**config.mk**
```make
export PLATFORM = sky130hd
export DESIGN_NAME = pcie_rx_st_skid_fifo
export DESIGN_NICKNAME = d
export VERILOG_FILES = /design/src/rtl/pcie_rx_st_skid_fifo.sv
export SDC_FILE = /design/constraint.sdc
export NUM_CORES = 1
export LEC_CHECK = 0
export ABC_CLOCK_PERIOD_IN_PS = 10200
export CAP_MARGIN = 10
export CORE_MARGIN = 3
export CORE_UTILIZATION = 58
export DETAILED_ROUTE_END_ITERATION = 10
export GPL_TIMING_DRIVEN = 0
export PLACE_DENSITY = 0.75
export REMOVE_ABC_BUFFERS = 1
export SLEW_MARGIN = 20
export SYNTH_ARGS = -nofsm -noshare
export SYNTH_HDL_FRONTEND = slang
export SYNTH_SLANG_ARGS = --single-unit
```
**constraint.sdc**
```tcl
create_clock -name pld_clk -period 10.2 [get_ports pld_clk]
set_clock_uncertainty 0.2 [all_clocks]
set_input_delay 2.04 -clock pld_clk [delete_from_list [all_inputs] [get_ports pld_clk]]
set_output_delay 2.04 -clock pld_clk [all_outputs]
set_load 0.02 [all_outputs]
```
**src/rtl/pcie_rx_st_skid_fifo.sv**
```systemverilog
// RX Avalon-ST skid FIFO behind the PCIe HIP: absorbs ready-latency-2 overrun,
// presents a first-word-fall-through valid/ready stream, and flags framing/overflow.
module pcie_rx_st_skid_fifo #(
    parameter int DEPTH         = 16,
    parameter int AW            = 4,
    parameter int READY_LATENCY = 2
) (
    input  logic          pld_clk,
    input  logic          srstn,
    input  logic          rx_st_valid0,
    input  logic          rx_st_sop0,
    input  logic          rx_st_eop0,
    input  logic          rx_st_err0,
    input  logic [63:0]   rx_st_data0,
    input  logic [7:0]    rx_st_be0,
    input  logic [7:0]    rx_st_bardec0,
    output logic          rx_st_ready0,
    output logic          app_rx_valid,
    input  logic          app_rx_ready,
    output logic [63:0]   app_rx_data,
    output logic [7:0]    app_rx_be,
    output logic [7:0]    app_rx_bardec,
    output logic          app_rx_sop,
    output logic          app_rx_eop,
    output logic          app_rx_err,
    output logic [AW:0]   fill_level,
    output logic          tlp_avail,
    output logic          overflow,
    output logic          frame_err
);

    localparam int          EW        = 83;
    localparam logic [AW:0] FULL_LVL  = (AW+1)'(DEPTH);
    localparam logic [AW:0] READY_MAX = (AW+1)'(DEPTH - READY_LATENCY - 2);
    localparam logic [AW:0] CNT_ONE   = (AW+1)'(1);
    localparam logic [AW-1:0] PTR_ONE = AW'(1);

    logic [EW-1:0] ram [DEPTH];
    logic [EW-1:0] head_reg;
    logic [EW-1:0] wr_entry;
    logic [AW-1:0] wr_ptr_reg;
    logic [AW-1:0] rd_ptr_reg;
    logic [AW-1:0] rd_ptr_next;
    logic [AW:0]   count_reg;
    logic [AW:0]   count_next;
    logic [AW:0]   eop_cnt_reg;
    logic [AW:0]   eop_cnt_next;
    logic          ready_reg;
    logic          in_tlp_reg;
    logic          overflow_reg;
    logic          frame_err_reg;
    logic          full;
    logic          push;
    logic          pop;
    logic          push_eop;
    logic          pop_eop;
    logic          frame_bad;

    assign wr_entry = {rx_st_err0, rx_st_eop0, rx_st_sop0, rx_st_bardec0, rx_st_be0, rx_st_data0};

    assign full         = (count_reg == FULL_LVL);
    assign app_rx_valid = (count_reg != '0);
    assign pop          = app_rx_valid & app_rx_ready;
    // A pop at full frees the head slot in the same cycle, so the beat is still accepted.
    assign push         = rx_st_valid0 & (~full | pop);
    assign push_eop     = push & rx_st_eop0;
    assign pop_eop      = pop & app_rx_eop;
    assign frame_bad    = rx_st_sop0 ? in_tlp_reg : ~in_tlp_reg;

    always_comb begin
        rd_ptr_next = rd_ptr_reg;
        if (pop)
            rd_ptr_next = rd_ptr_reg + PTR_ONE;
    end

    always_comb begin
        count_next = count_reg;
        if (push & ~pop)
            count_next = count_reg + CNT_ONE;
        else if (pop & ~push)
            count_next = count_reg - CNT_ONE;
    end

    always_comb begin
        eop_cnt_next = eop_cnt_reg;
        if (push_eop & ~pop_eop)
            eop_cnt_next = eop_cnt_reg + CNT_ONE;
        else if (pop_eop & ~push_eop)
            eop_cnt_next = eop_cnt_reg - CNT_ONE;
    end

    always_ff @(posedge pld_clk) begin
        if (push)
            ram[wr_ptr_reg] <= wr_entry;
    end

    // Registered head slot; bypass covers a write into the slot that becomes the head.
    always_ff @(posedge pld_clk) begin
        if (push && (wr_ptr_reg == rd_ptr_next))
            head_reg <= wr_entry;
        else
            head_reg <= ram[rd_ptr_next];
    end

    always_ff @(posedge pld_clk or negedge srstn) begin
        if (!srstn) begin
            wr_ptr_reg    <= '0;
            rd_ptr_reg    <= '0;
            count_reg     <= '0;
            eop_cnt_reg   <= '0;
            ready_reg     <= 1'b0;
            in_tlp_reg    <= 1'b0;
            overflow_reg  <= 1'b0;
            frame_err_reg <= 1'b0;
        end else begin
            rd_ptr_reg  <= rd_ptr_next;
            count_reg   <= count_next;
            eop_cnt_reg <= eop_cnt_next;
            ready_reg   <= (count_next <= READY_MAX);
            if (push) begin
                wr_ptr_reg <= wr_ptr_reg + PTR_ONE;
                if (rx_st_eop0)
                    in_tlp_reg <= 1'b0;
                else if (rx_st_sop0)
                    in_tlp_reg <= 1'b1;
                if (frame_bad)
                    frame_err_reg <= 1'b1;
            end
            if (rx_st_valid0 & ~push)
                overflow_reg <= 1'b1;
        end
    end

    assign rx_st_ready0  = ready_reg;
    assign fill_level    = count_reg;
    assign tlp_avail     = (eop_cnt_reg != '0);
    assign overflow      = overflow_reg;
    assign frame_err     = frame_err_reg;
    assign app_rx_data   = head_reg[63:0];
    assign app_rx_be     = head_reg[71:64];
    assign app_rx_bardec = head_reg[79:72];
    assign app_rx_sop    = head_reg[80];
    assign app_rx_eop    = head_reg[81];
    assign app_rx_err    = head_reg[82];

endmodule
```
[Word-level counts from Yosys, hierarchy flattened]
Memories as Yosys holds them, arrays and structs flattened. A register that Yosys moved wholly into a read port is not among the register bits.
Index checks and enable logic that the tools add are counted.
Cells by class
  add/sub/neg operators: 6
  multipliers: 0
  div/mod/pow operators: 0
  $lt $le $gt $ge: 1
  equal/unequal tests: 1
  shift-type cells: 0
  mux-type cells: 10
  bitwise logic cells: 16
  reduce and logical (&&, ||, !) cells: 6
Operators with widths (number)
  two-way mux 5 bit: 4
  adder 5 x 1 -> 5 bit (second input constant): 2
  nonzero test 5 bit: 2
  subtractor 5 x 1 -> 5 bit (second input constant): 2
  bitwise AND 1 bit: 9
  adder 4 x 1 -> 4 bit (second input constant): 2
  NOT 1 bit: 6
  equality test 5 bit (second input constant): 1
  less-or-equal comparator 5 x 4 -> 1 bit (second input constant): 1
  two-way mux 1 bit: 5
  two-way mux 4 bit: 1
  AND reduction 2 bit: 2
  nonzero test 2 bit: 2
  bitwise OR 1 bit: 1
Storage, ports and cells
  flip-flop bits (word level): 22
  bits in latches: 0
  bits in writable memories: 1328
  ROM bits: 0
  input port bits: 87
  output and inout bits: 93
  logic and storage cells: 49
  memories kept: 1
Memory list
  ram: words 16, bits a word 83, read ports 1, clocked after memory_dff 1, write ports 1, RTL line 38  | logic [EW-1:0] ram [DEPTH];

[Longest topological paths before layout]
  word-level depth: 9
  gate-level depth with buffers: 17
  depth with buffers taken out: 14

[Least setup slack after synthesis]
OpenSTA, ideal clock, no wires.
  path type: input -> register
  start: input port rx_st_valid0
  end: memory ram[0][0], enable pin
  library setup time: 0.626 ns
  arrival time: 8.598 ns
  data required time: 9.374 ns
  setup slack: 0.776 ns
  stages on the path: 6
  path buffers: 2
  cell sequence: clkbuf_1 -> inv_2 -> nor2_1 -> clkbuf_1 -> nand2_1 -> nor3_1
On the way
  cells in the longest elaborated chain, start to end: 3
RTL lines
  start: declaration: RTL line 10  | input logic rx_st_valid0,
  bitwise AND 1 bit: RTL line 65  | assign push = rx_st_valid0 & (~full | pop);
  two-way mux 1 bit: RTL line 93  | if (push)
  two-way mux 1 bit (not written as such): RTL line 94  | ram[wr_ptr_reg] <= wr_entry;
  end: declaration: RTL line 38
No other way between the ends.

==> flow_summary.json <==
{
  "status": "finished clean",
  "cts_hold_buf": 0,
  "route.detailed.drc": 0,
  "tritoncts": "built",
  "synthCells": 1981,
  "clock-sinks": 1354,
  "ys_seq_elements": 1354,
  "rows": 108,
  "yosysTopAreaCellShare_pct": 77.89,
  "hold_class": "reg2reg",
  "syn_area_per_cell_um2": 25.85,
  "setup_violations": 0,
  "clk_latency_ns": 0.71,
  "cts_root_buf": "clkbuf_16",
  "drt_iter0_markers": 2710,
  "critPathBufInv": 7,
  "routed_wl_um": 116600,
  "final_util_pct": 69.68,
  "num_vias": 23617,
  "hold_viol": 0,
  "synth_area_mm2": 0.05120,
  "antenna_found_initial": 8,
  "cp_slowest_cell": "dfxtp_4",
  "grt_usage_pct": 26.18,
  "syn2layout_area_growth_pct": 18.61,
  "start_util_pct": 58.74,
  "port_buffers": 179,
  "fin_crit_ns": 7.006,
  "synthTopCellsByArea": "edfxtp_1 78%, mux4_2 18%, dfrtp_1 1.1%, buf_4 0.31%, clkbuf_1 0.30%",
  "worstSetupEndpointType": "primary output",
  "cp_slowest_stage_delay_ns": 0.61,
  "setup_ws_ns": 3.194,
  "power_mw": 17.30,
  "synthDistinctLibCells": 43,
  "finalCritPeriodShare_pct": 68.69,
  "yosysWarnings": 0,
  "synth_edf_count": 1328,
  "die_h_um": 303.1,
  "clockBufferDepth": 3,
  "clk_pin_slew_worst_paths_ns": 0.06,
  "drive_above_1_share_pct": 31.20,
  "fill_cells": 4851,
  "numCtsBuffers": 133,
  "wl_per_cell_um": 32.36,
  "grt_overflow": 0,
  "core_mm2": 0.08716,
  "synth_top_cell_by_area": "edfxtp_1",
  "crit_fanout": 34,
  "hold_ws_ns": 0.2726,
  "detail_route.first_pass.iterations": 5,
  "ys_seq_area_share_pct": 79.12,
  "drv_slew": 0,
  "cts_max_level": 4,
  "die-area_mm2": 0.09188,
  "synth_flop_cell": "edfxtp_1",
  "required_ns": 7.96,
  "gp_congestion": 0.7351,
  "dp_hpwl_um": 69720,
  "rsz0062_at_grt": "false",
  "largest_reg_flops": 1328,
  "ios": 180,
  "async_reset_ff_share_pct": 1.625,
  "grt_pass1_vias": 24964,
  "min_path_cells": 1,
  "final_nets": 2442,
  "grt_max_degree": 52,
  "via_per_inst": 6.555,
  "tightest_slew_ns": 0.8323,
  "r2r_cells": 14,
  "critPathTopFamily": "buffers and inverters",
  "fmax_mhz": 142.7,
  "worst-path-stages": 9,
  "leakagePower_nw": 19.20,
  "place_worst_setup_slack_ns": 3.783,
  "irDropWorstVdd_mv": 0.2374,
  "cts_setup_buffers": 0,
  "final_antenna_net_count": 0,
  "power_density_mw_per_mm2": 284.8,
  "start_kind": "flip-flop",
  "path_class": "reg2out",
  "grt_pass1_wl_um": 170100,
  "post_cts_resized": 0,
  "relSlewSlack_pct": 44.21,
  "worstPathArrival_ns": 4.77,
  "tns_ns": 0,
  "maxCapViolations": 0,
  "crit_chain": "buf_12, buf_12, buf_12, buf_16, buf_16, buf_16, mux4_2, mux4_2, clkdlybuf4s50_1",
  "die_w_um": 303.1
}
-- synth_stat cells, types with 3 or more instances --
cell type and n:
dfxtp_1 4, xnor2_1 12, edfxtp_1 1328, ha_1 11, buf_1 9, buf_6 13, nor2_1 19, xor2_1 3
clkbuf_1 41, mux4_2 415, buf_4 21, a21oi_1 6, nand4_1 4, buf_2 17, nand2_1 12, a21o_1 3
nor3_1 5, mux2i_1 3, inv_1 6, dfrtp_1 22
-- worst paths after layout --
| path | end | slack (ns) | startpoint |
|---|---|---|---|
| setup / recovery | app_rx_data[9] | 3.19 | flip-flop |
| hold / removal | frame_err | 0.27 | frame_err |
| setup reg to reg | eop_cnt_reg[4] | 5.71 | flip-flop |
| hold reg to reg | frame_err | 0.27 | frame_err |
| max in group asynchronous | fill_level[1] | 8.35 | srstn |
| min in group asynchronous | wr_ptr_reg[2] | 1.10 | srstn |
-- where the power goes --
part / switching, mW / internal [mW] / total [mW]
registers: 0.305 / 6.71 / 7.01
logic: 2.75 / 2.89 / 5.64
clock network: 1.97 / 2.67 / 4.64
-- stage by stage --
stage / instances / area, um2
after floorplan: 1880 / 50620
after global placement: 3214 / 53860
after detailed placement: 3363 / 56650
after CTS: 3597 / 60720
after global routing: 3598 / 60720
final: 3603 / 60730
-- kinds of logic after synthesis --
logic type	after synthesis	share of synthesized area [%]
buffers and inverters	108	1.178
flip-flops	1354	79.12
XOR/XNOR	15	0.2566
AO/OA/AOI/OAI	20	0.2615
AND/OR/NAND/NOR	51	0.4936
adder cells (fa/ha/maj)	12	0.3079
multiplexers	421	18.38
-- per-layer routing --
layer | vias up | track usage (%) | wire length, um
met5 | - | 0 | 38
met4 | 6 | 8.358 | 3141
met3 | 221 | 4.973 | 9820
met2 | 1302 | 42.33 | 59180
met1 | 12675 | 37.05 | 44400
li1 | 9413 | - | -
-- final cells by class --
cell class | count | area, um2 | share of cell area, %
Clock inverter | 62 | 521.8 | 0.8591
Timing Repair Buffer | 328 | 4451 | 7.328
Clock buffer | 172 | 3548 | 5.843
Sequential cell | 1354 | 40520 | 66.73
Multi-Input combinational cell | 519 | 10200 | 16.79
Tap cell | 1155 | 1445 | 2.380
Antenna cell | 6 | 15.01 | 0.02472
Inverter | 7 | 26.28 | 0.04327
-- layout by cell type, fill, tap and decap left out, types with 2 or more instances in the layout --
master	synthesis	routed
edfxtp_1	1328	1328
mux4_2	415	415
clkdlybuf4s50_1	0	178
clkbuf_16	0	136
buf_16	0	49
buf_4	21	43
buf_12	0	40
clkbuf_1	41	35
clkinv_1	0	28
dfrtp_1	22	22
clkinv_2	0	19
buf_6	13	17
xnor2_1	12	12
nand2_1	12	12
nor2_4	0	12
ha_1	11	11
bufinv_16	0	9
nor2_1	19	7
diode_2	0	6
inv_1	6	6
a21oi_1	6	6
inv_6	0	5
nand4_1	4	4
nor3_2	0	4
dfxtp_4	0	4
xor2_1	3	3
mux2i_1	3	3
a21o_1	3	3
o21ai_1	2	2
nand2b_1	2	2
a31oi_1	2	2
o21ai_0	2	2
-- worst reg2reg max path, cell delays in order, from the launching register on --
cell	delay, ns
dfxtp_4	0.78
buf_12	0.32
buf_16	0.31
buf_16	0.29
mux4_2	0.35
mux4_2	0.57
nand2_1	0.12
ha_1	0.19
inv_1	0.11
fa_1	0.41
a21o_1	0.20
a21oi_1	0.18
xnor2_1	0.14
nor2_1	0.07
xor2_1	0.15
Note: power is estimated with default switching activity, not from simulation.
